**src/rtl/adc_channel_scheduler.sv**
```systemverilog
// -----------------------------------------------------------------------------
// adc_channel_scheduler
//
// Shares one non-pipelined ADC correction engine among NUM_CH ADC channels.
// Each channel has a one-deep holding buffer. A round-robin arbiter picks a
// pending channel and presents its sample to the engine with a one-cycle start
// pulse. It then holds the sample stable until the engine answers, and returns
// the corrected value tagged with the channel number. A watchdog aborts jobs
// whose engine never answers.
//
// Ports:
//   sys_clk_i      system clock, rising edge
//   reset_i        asynchronous active-low reset
//   enable_i       allows new grants when high
//   ch_data_i      channel samples, channel k at [k*DATA_W +: DATA_W]
//   ch_valid_i     one-cycle per-channel "new sample" strobe
//   eng_data_o     sample presented to the engine (held for the whole job)
//   eng_srdyi_o    one-cycle engine start pulse
//   eng_result_i   engine result
//   eng_srdyo_i    engine result-ready strobe
//   corr_data_o    corrected sample
//   corr_ch_o      channel tag of corr_data_o
//   corr_valid_o   one-cycle strobe for corr_data_o / corr_ch_o
//   busy_o         high while the FSM is not in IDLE
//   overrun_o      sticky per-channel overrun flags
//   timeout_err_o  sticky engine-timeout flag
//   err_clr_i      clears overrun_o and timeout_err_o
// -----------------------------------------------------------------------------
module adc_channel_scheduler #(
    parameter int NUM_CH  = 32,
    parameter int DATA_W  = 21,
    parameter int CH_W    = 5,
    parameter int TIMEOUT = 1023
) (
    input  logic                     sys_clk_i,
    input  logic                     reset_i,
    input  logic                     enable_i,
    input  logic [NUM_CH*DATA_W-1:0] ch_data_i,
    input  logic [NUM_CH-1:0]        ch_valid_i,
    output logic [DATA_W-1:0]        eng_data_o,
    output logic                     eng_srdyi_o,
    input  logic [DATA_W-1:0]        eng_result_i,
    input  logic                     eng_srdyo_i,
    output logic [DATA_W-1:0]        corr_data_o,
    output logic [CH_W-1:0]          corr_ch_o,
    output logic                     corr_valid_o,
    output logic                     busy_o,
    output logic [NUM_CH-1:0]        overrun_o,
    output logic                     timeout_err_o,
    input  logic                     err_clr_i
);

    localparam int CNT_W = $clog2(TIMEOUT + 1);

    typedef enum logic [1:0] {
        ST_IDLE  = 2'd0,
        ST_ISSUE = 2'd1,
        ST_WAIT  = 2'd2,
        ST_DONE  = 2'd3
    } state_e;

    state_e              state_q, state_d;
    logic [NUM_CH-1:0]   pend_q, pend_d;
    logic [DATA_W-1:0]   samp_buf_q [NUM_CH];
    logic [DATA_W-1:0]   samp_buf_d [NUM_CH];
    logic [CH_W-1:0]     last_grant_q, last_grant_d;
    logic [CH_W-1:0]     ch_tag_q, ch_tag_d;
    logic [CNT_W-1:0]    cnt_q, cnt_d;
    logic [DATA_W-1:0]   eng_data_q, eng_data_d;
    logic                eng_srdyi_q, eng_srdyi_d;
    logic [DATA_W-1:0]   corr_data_q, corr_data_d;
    logic [CH_W-1:0]     corr_ch_q, corr_ch_d;
    logic                corr_valid_q, corr_valid_d;
    logic                busy_q, busy_d;
    logic [NUM_CH-1:0]   overrun_q, overrun_d;
    logic                timeout_err_q, timeout_err_d;

    logic [CH_W-1:0]     winner_s;
    logic                grant_s;
    logic [NUM_CH-1:0]   grant_oh_s;
    logic [NUM_CH-1:0]   overrun_set_s;
    logic                timeout_set_s;

    // Round-robin winner: first pending channel searching upward from last_grant+1.
    always_comb begin : arb_comb
        int              idx;
        logic [CH_W-1:0] sel;
        idx      = 0;
        sel      = '0;
        winner_s = '0;
        // Walk offsets from farthest to nearest so the nearest pending one ends up selected.
        for (int i = NUM_CH; i >= 1; i--) begin
            idx      = (int'(last_grant_q) + i) % NUM_CH;
            sel      = CH_W'(idx);
            winner_s = pend_q[sel] ? sel : winner_s;
        end
        grant_s    = (state_q == ST_IDLE) && enable_i && (|pend_q);
        grant_oh_s = grant_s ? ({{(NUM_CH-1){1'b0}}, 1'b1} << winner_s) : {NUM_CH{1'b0}};
    end

    // Capture of channel strobes into the holding buffers and overrun detection.
    always_comb begin : cap_comb
        // A strobe wins over the grant's clear, so a sample arriving in the grant cycle stays pending.
        pend_d        = ch_valid_i | (pend_q & ~grant_oh_s);
        overrun_set_s = ch_valid_i & pend_q & ~grant_oh_s;
        overrun_d     = overrun_set_s | (err_clr_i ? {NUM_CH{1'b0}} : overrun_q);
        for (int k = 0; k < NUM_CH; k++) begin
            samp_buf_d[k] = ch_valid_i[k] ? ch_data_i[k*DATA_W +: DATA_W] : samp_buf_q[k];
        end
    end

    // Job FSM next-state and output-register next values.
    always_comb begin : fsm_comb
        state_d       = state_q;
        cnt_d         = cnt_q;
        eng_data_d    = eng_data_q;
        ch_tag_d      = ch_tag_q;
        last_grant_d  = last_grant_q;
        eng_srdyi_d   = 1'b0;
        corr_data_d   = corr_data_q;
        corr_ch_d     = corr_ch_q;
        corr_valid_d  = 1'b0;
        timeout_set_s = 1'b0;
        case (state_q)
            ST_IDLE: begin
                if (grant_s) begin
                    eng_data_d   = samp_buf_q[winner_s];
                    ch_tag_d     = winner_s;
                    last_grant_d = winner_s;
                    eng_srdyi_d  = 1'b1;
                    state_d      = ST_ISSUE;
                end else begin
                    state_d      = ST_IDLE;
                end
            end
            ST_ISSUE: begin
                cnt_d   = {CNT_W{1'b0}};
                state_d = ST_WAIT;
            end
            ST_WAIT: begin
                cnt_d = cnt_q + {{(CNT_W-1){1'b0}}, 1'b1};
                if (eng_srdyo_i) begin
                    corr_data_d = eng_result_i;
                    corr_ch_d   = ch_tag_q;
                    state_d     = ST_DONE;
                end else if (cnt_q == CNT_W'(TIMEOUT - 1)) begin
                    // This is the TIMEOUT-th WAIT cycle: drop the job silently.
                    timeout_set_s = 1'b1;
                    state_d       = ST_IDLE;
                end else begin
                    state_d = ST_WAIT;
                end
            end
            ST_DONE: begin
                // corr_valid_o is registered, so it is seen the cycle after DONE.
                corr_valid_d = 1'b1;
                state_d      = ST_IDLE;
            end
            default: begin
                state_d = ST_IDLE;
            end
        endcase
        timeout_err_d = timeout_set_s | (err_clr_i ? 1'b0 : timeout_err_q);
        busy_d        = (state_d != ST_IDLE);
    end

    // State and output registers; reset discards pending samples and any job in flight.
    always_ff @(posedge sys_clk_i or negedge reset_i) begin
        if (!reset_i) begin
            state_q       <= ST_IDLE;
            pend_q        <= {NUM_CH{1'b0}};
            last_grant_q  <= CH_W'(NUM_CH - 1);
            ch_tag_q      <= {CH_W{1'b0}};
            cnt_q         <= {CNT_W{1'b0}};
            eng_data_q    <= {DATA_W{1'b0}};
            eng_srdyi_q   <= 1'b0;
            corr_data_q   <= {DATA_W{1'b0}};
            corr_ch_q     <= {CH_W{1'b0}};
            corr_valid_q  <= 1'b0;
            busy_q        <= 1'b0;
            overrun_q     <= {NUM_CH{1'b0}};
            timeout_err_q <= 1'b0;
            for (int k = 0; k < NUM_CH; k++) begin
                samp_buf_q[k] <= {DATA_W{1'b0}};
            end
        end else begin
            state_q       <= state_d;
            pend_q        <= pend_d;
            last_grant_q  <= last_grant_d;
            ch_tag_q      <= ch_tag_d;
            cnt_q         <= cnt_d;
            eng_data_q    <= eng_data_d;
            eng_srdyi_q   <= eng_srdyi_d;
            corr_data_q   <= corr_data_d;
            corr_ch_q     <= corr_ch_d;
            corr_valid_q  <= corr_valid_d;
            busy_q        <= busy_d;
            overrun_q     <= overrun_d;
            timeout_err_q <= timeout_err_d;
            for (int k = 0; k < NUM_CH; k++) begin
                samp_buf_q[k] <= samp_buf_d[k];
            end
        end
    end

    assign eng_data_o    = eng_data_q;
    assign eng_srdyi_o   = eng_srdyi_q;
    assign corr_data_o   = corr_data_q;
    assign corr_ch_o     = corr_ch_q;
    assign corr_valid_o  = corr_valid_q;
    assign busy_o        = busy_q;
    assign overrun_o     = overrun_q;
    assign timeout_err_o = timeout_err_q;

endmodule

```
**config.mk**
```make
export PLATFORM = sky130hd
export DESIGN_NAME = adc_channel_scheduler
export DESIGN_NICKNAME = d
export VERILOG_FILES = /design/src/rtl/adc_channel_scheduler.sv
export SDC_FILE = /design/constraint.sdc
export NUM_CORES = 1
export LEC_CHECK = 0
export BUFFER_PORTS_ARGS = -buffer_cell sky130_fd_sc_hd__buf_4
export CAP_MARGIN = 20
export CORE_AREA = 10 10 311 313
export CTS_CLUSTER_DIAMETER = 50
export DETAILED_ROUTE_END_ITERATION = 6
export DIE_AREA = 0 0 321 323
export PLACE_DENSITY_LB_ADDON = 0.3
export SLEW_MARGIN = 25
export SYNTH_ARGS = -nofsm -noshare
export SYNTH_HDL_FRONTEND = slang
export SYNTH_SLANG_ARGS = --single-unit
```
**constraint.sdc**
```tcl
create_clock -name sys_clk_i -period 8.6 [get_ports sys_clk_i]
set_clock_uncertainty 0.15 [all_clocks]
set_input_delay 1.29 -clock sys_clk_i [delete_from_list [all_inputs] [get_ports sys_clk_i]]
set_output_delay 1.29 -clock sys_clk_i [all_outputs]
set_load 0.05 [all_outputs]
```
# Word level (Yosys, flattened, before mapping)
# Index checks and enable logic that the tools add are counted.
# totals
ff_bits	809
inputBits	730
wordCells	245
# op_classes
add_sub_neg	33
order_cmp	33
eq_ne	4
shift	1
mux	113
bitwise_logic	8
reduce_logical	8
# op_table
op	n
5-bit by 6-bit < comparator with 1-bit output, second input constant	32
1-bit binary-select mux with 5-bit select	32
5-bit two-way mux	32
21-bit binary-select mux with 5-bit select	1
32-bit bitwise AND	3
5-bit adder, second input constant	16
32-bit two-way mux	2
32-bit bitwise OR	2
21-bit two-way mux	2
5-bit by 4-bit adder with 5-bit output, second input constant	8
1-bit two-way mux	40
32-bit NOT	1
32-bit OR reduction	1
1-bit by 5-bit << shifter with 32-bit output, first input constant	1
5-bit by 3-bit adder with 5-bit output, second input constant	4
10-bit case mux with 2 select lines	1
10-bit by 1-bit adder with 10-bit output, second input constant	1
5-bit by 1-bit adder with 5-bit output, second input constant	2
5-bit by 2-bit adder with 5-bit output, second input constant	2
10-bit == test, second input constant	1
2-bit case mux with 4 select lines	1
6-bit >= comparator, second input constant	1
5-bit NOT with 6-bit output	1
2-bit == test, second input constant	2
7 further kinds	11

# Logic depth before layout (Yosys ltp)
# depth
depth_word	40
depth_mapped	29

# Worst setup path before layout
# Ideal clock, no wire load.
# synth_path
path_kind	reg2reg
startpoint	register last_grant_q[1]
endpoint	register eng_data_q[19], in the netlist eng_data_o[19]
setup_time_ns	0.123
arrival_time_ns	5.779
required_time_ns	8.327
path_slack_ns	2.548
path_stages_with_launch	24
path_cell_list	dfstp_2 > buf_2 > buf_6 > buf_6 > buf_6 > buf_4 > inv_1 > ha_1 > buf_2 > buf_4 > mux4_2 > mux4_2 > mux2i_1 > buf_2 > o2111ai_1 > a211o_1 > a221o_1 > o21ai_2 > nand2_1 > buf_2 > a221oi_1 > a211oi_1 > or4_1 > o221a_1
# synth_via
elab_chain_len	39
# synth_lines
element	line	rtl
from (decl)	66	logic [CH_W-1:0] last_grant_q, last_grant_d;
from (signal assigned)	172	last_grant_q <= CH_W'(NUM_CH - 1);
from (signal assigned)	189	last_grant_q <= last_grant_d;
5-bit by 1-bit adder with 5-bit output	93	idx = (int'(last_grant_q) + i) % NUM_CH;
1-bit binary-select mux with 5-bit select	95	winner_s = pend_q[sel] ? sel : winner_s;
1-bit two-way mux (not written as such)	95	
5-bit two-way mux (31 in series)	95	
5-bit two-way mux (*)	95	
5-bit NOT with 6-bit output (not written as such) (*)	127	eng_data_d = samp_buf_q[winner_s];
21-bit binary-select mux with 5-bit select (*)	127	
21-bit two-way mux (not written as such) (*) (2 in series)	127	
to (signal assigned)	175	eng_data_q <= {DATA_W{1'b0}};
to (signal assigned)	192	eng_data_q <= eng_data_d;
to (decl)	69	logic [DATA_W-1:0] eng_data_q, eng_data_d;
# Every way passes the cells marked *; elsewhere a longest branch is shown, timed or not. The select of a mux whose other input is x is not followed.
# A chain may end at the register's enable or synchronous reset.

# Final worst setup path
# layout_path
startpoint	register last_grant_q[3]
endpoint	register eng_data_q[7], in the netlist eng_data_o[7]
# Same word-level chain as after synthesis.

==> results.toml <==
[outcome]
run_status = "finished clean"

[timing]
finalCriticalPeriod_ns = 7.35
worst_pin_slew_ns = 1.11
fin_tns_setup_ns = 0
max_freq_mhz = 136
post-route-period-util_pct = 85.5
slew_headroom_pct = 23.9
grt_setup_unrepaired = "false"
final_hold_viol_count = 0
final_max_slew_viol_count = 0
setup_viol = 0
timing.final.ws_setup_ns = 1.25
whs_ns = 0.297

[cts]
clockBufferDepth = 3
cts_tree = "built"
cts_setup_buffers = 0
cts.sinks = 809
cts_buffers = 102
cts_resized = 0
root_buffer = "clkbuf_16"
cts_htree_levels = 3
clk_pin_slew_ns = 0.06
clk_latency_ns = 0.71
cts.hold.buffers_added = 0

[routing]
drt-pass1-iter-count = 6
ant_nets = 0
routed_wl_um = 197000
vias_per_cell = 6.41
via_count = 37000
drc = 0
wire_per_inst_um = 34.2
drt-initial-drc-count = 4395

[floorplanning]
fp.dieW_um = 321
initial_utilization_pct = 47.4
io_pins = 813
die_h_um = 323
num_rows = 111
core_um2 = 90800
dieArea_um2 = 104000

[worst_setup_path]
cp_data_required_time_ns = 9.02
slowest_delay_ns = 1.00
crit_chain = "buf_4 -> ha_1 -> nor2b_1 -> xnor2_1 -> mux4_2 -> mux2i_1 -> a21oi_1 -> a2111oi_0 -> a221oi_4 -> and2_4 -> buf_12 -> buf_4 -> a2111oi_0 -> a2111o_1 -> o2111a_1 -> a311oi_1"
crit_fanout = 36
startpoint_type = "flop"
arrival_ns = 7.77
crit_type = "flop to flop"
crit_slowest_cell = "a2111oi_0"
endpoint_kind = "flop"

[logic_synthesis]
ys.flop_type = "dfrtp_1"
netlist_instances = 3658
synth-seq-cells = 809
ys_types = 90
async_reset_ff_share_pct = 100
synth.avg_cell_area_um2 = 11.8
synth_top_area_share_pct = 46.7
synth_area_um2 = 43100
ys.warnings.count = 0
mappedNetlistNets = 4407
ys_top_cells_by_area = "dfrtp_1 47%, mux2_2 18%, mux4_2 5.5%, mux2i_1 4.6%, nand2_1 2.7%"
synth-edff-count = 0
yosysSeqAreaShare_pct = 47.0
synth_commonest_cells = "804 x dfrtp_1, 691 x mux2_2, 308 x nand2_1, 197 x mux2i_1, 139 x a21oi_1"
yosysTopAreaCell = "dfrtp_1"
yosysMostFrequentCell = "dfrtp_1"

[global_routing]
track_usage_pct = 36.9
grt_pass1_vias = 37200
grt_max_degree = 162
grt_overflow_total = 0
grt_pass1_wl_um = 276000
grt_antenna_before_repair = 47

[cells_and_area]
nNetsFinal = 5218
stdcell_count = 5765
drive_gt1_share_pct = 44.2
area.growth.synth_to_final_pct = 27.1

[power]
p_leak_nw = 23.9
power_density_nw_per_um2 = 431
vdd_drop_max_uv = 408

[flow_run]
drv_cap = 0

[placement]
routabilityCongestion = 1.02
port_buffers = 812
dp_hpwl_um = 151000
place_inst = 5550
place_ws_ns = 1.47

[hold_path]
holdCritPathClass = "input port to async pin"
## power by group
part / total [mW] / leakage (nW) / switching [mW] / internal, mW
clock: 4.51 / 1.71 / 1.85 / 2.66
sequential: 4.82 / 9.37 / 0.486 / 4.34
combinational: 14.3 / 12.8 / 9.15 / 5.11
## state kept, by name, indices dropped and copies added (netlist names)
name and flops:
eng_data_o 21, pend_q 32, corr_valid_o 1, eng_srdyi_o 1, corr_ch_o 5, overrun_o 32
busy_o 1, samp_buf_q 672, last_grant_q 5, corr_data_o 21, state_q 2, cnt_q 10
timeout_err_o 1, ch_tag_q 5
## layer usage
metal | routed length (um) | share of wire [%] | up-vias | global-route usage, %
li1 | - | - | 15200 | -
met5 | 186 | 0.094 | - | 0
met4 | 11900 | 6.0 | 30 | 19.6
met3 | 20700 | 10 | 524 | 11.7
met1 | 71800 | 36 | 18900 | 43.9
met2 | 92700 | 47 | 2285 | 59.5
## logic make-up after synthesis
kind of cell               count (synthesis)  share of synthesized area, %
adders and majority gates                 19                         0.552
DFF                                      809                          47.0
muxes                                    996                          28.3
AOI/OAI and AO/OA                        774                          12.8
xor gates and xnor gates                  36                         0.837
and+or+nand+nor                          601                          6.26
buffers and inverters                    423                          4.27
## cell type report
class                   count  area (um2)
well taps                1186        1480
flip-flops and latches    809       20300
repair buffers            999        7790
diodes                     26        65.1
inverters                 131         492
clock buffers             133        2830
fillers                  7392       36100
clock inverters            55         736
multi-input cells        2426       21100
## worst paths after layout
check / start / endpoint / slack, ns / cells after the start
worst max register to register: last_grant_q[3] / eng_data_o[7] / 1.25 / 16
worst max-delay path: last_grant_q[3] / eng_data_o[7] / 1.25 / 16
worst min-delay path: reset_i / samp_buf_q[83] / 0.30 / 1
max in group asynchronous: reset_i / samp_buf_q[492] / 6.20 / 3
worst min register to register: ch_tag_q[3] / ch_tag_q[3] / 0.34 / 2
min in group sys_clk_i: ch_tag_q[3] / ch_tag_q[3] / 0.34 / 2
## per-stage QoR
step	cell area, um2	utilization (%)	power (mW)
global placement	51000	56.2	18.7
floorplan	43100	-	12.7
finish	54700	60.3	23.6
global route	54700	60.2	24.3
detailed placement	51100	56.2	18.8
CTS	54600	60.1	23.3
## critical path, delay by kind of cell (launching register included)
kind / cells / cell delay [ns]
compound gates: 7 / 2.75
xor+xnor: 1 / 0.32
fa+ha+maj: 1 / 0.64
buf+inv: 3 / 0.88
flops: 1 / 0.65
mux: 2 / 1.30
simple gates: 2 / 0.53
## layout by cell type, fill, tap and decap left out, drive strengths merged, types with 10 or more instances in the layout
cell      count
nand2       308
a311oi       24
a21boi       58
nor2        101
nand3        62
bufinv       10
dfrtp       804
a31oi        18
nand4        15
and2         20
a2111oi      22
inv         146
a211oi      129
xor2         16
diode        26
clkbuf      133
a21o         20
o31ai        13
xnor2        20
nor3         13
ha           19
o21ai       119
nor4         20
mux2        692
a311o        22
clkinv       18
buf         999
o2111a       28
mux4        106
a211o        12
clkinvlp     12
o211ai       16
a221oi       48
o22ai        39
mux2i       198
a21oi       140
nor2b        17
Power figures use the tool's default switching activity.
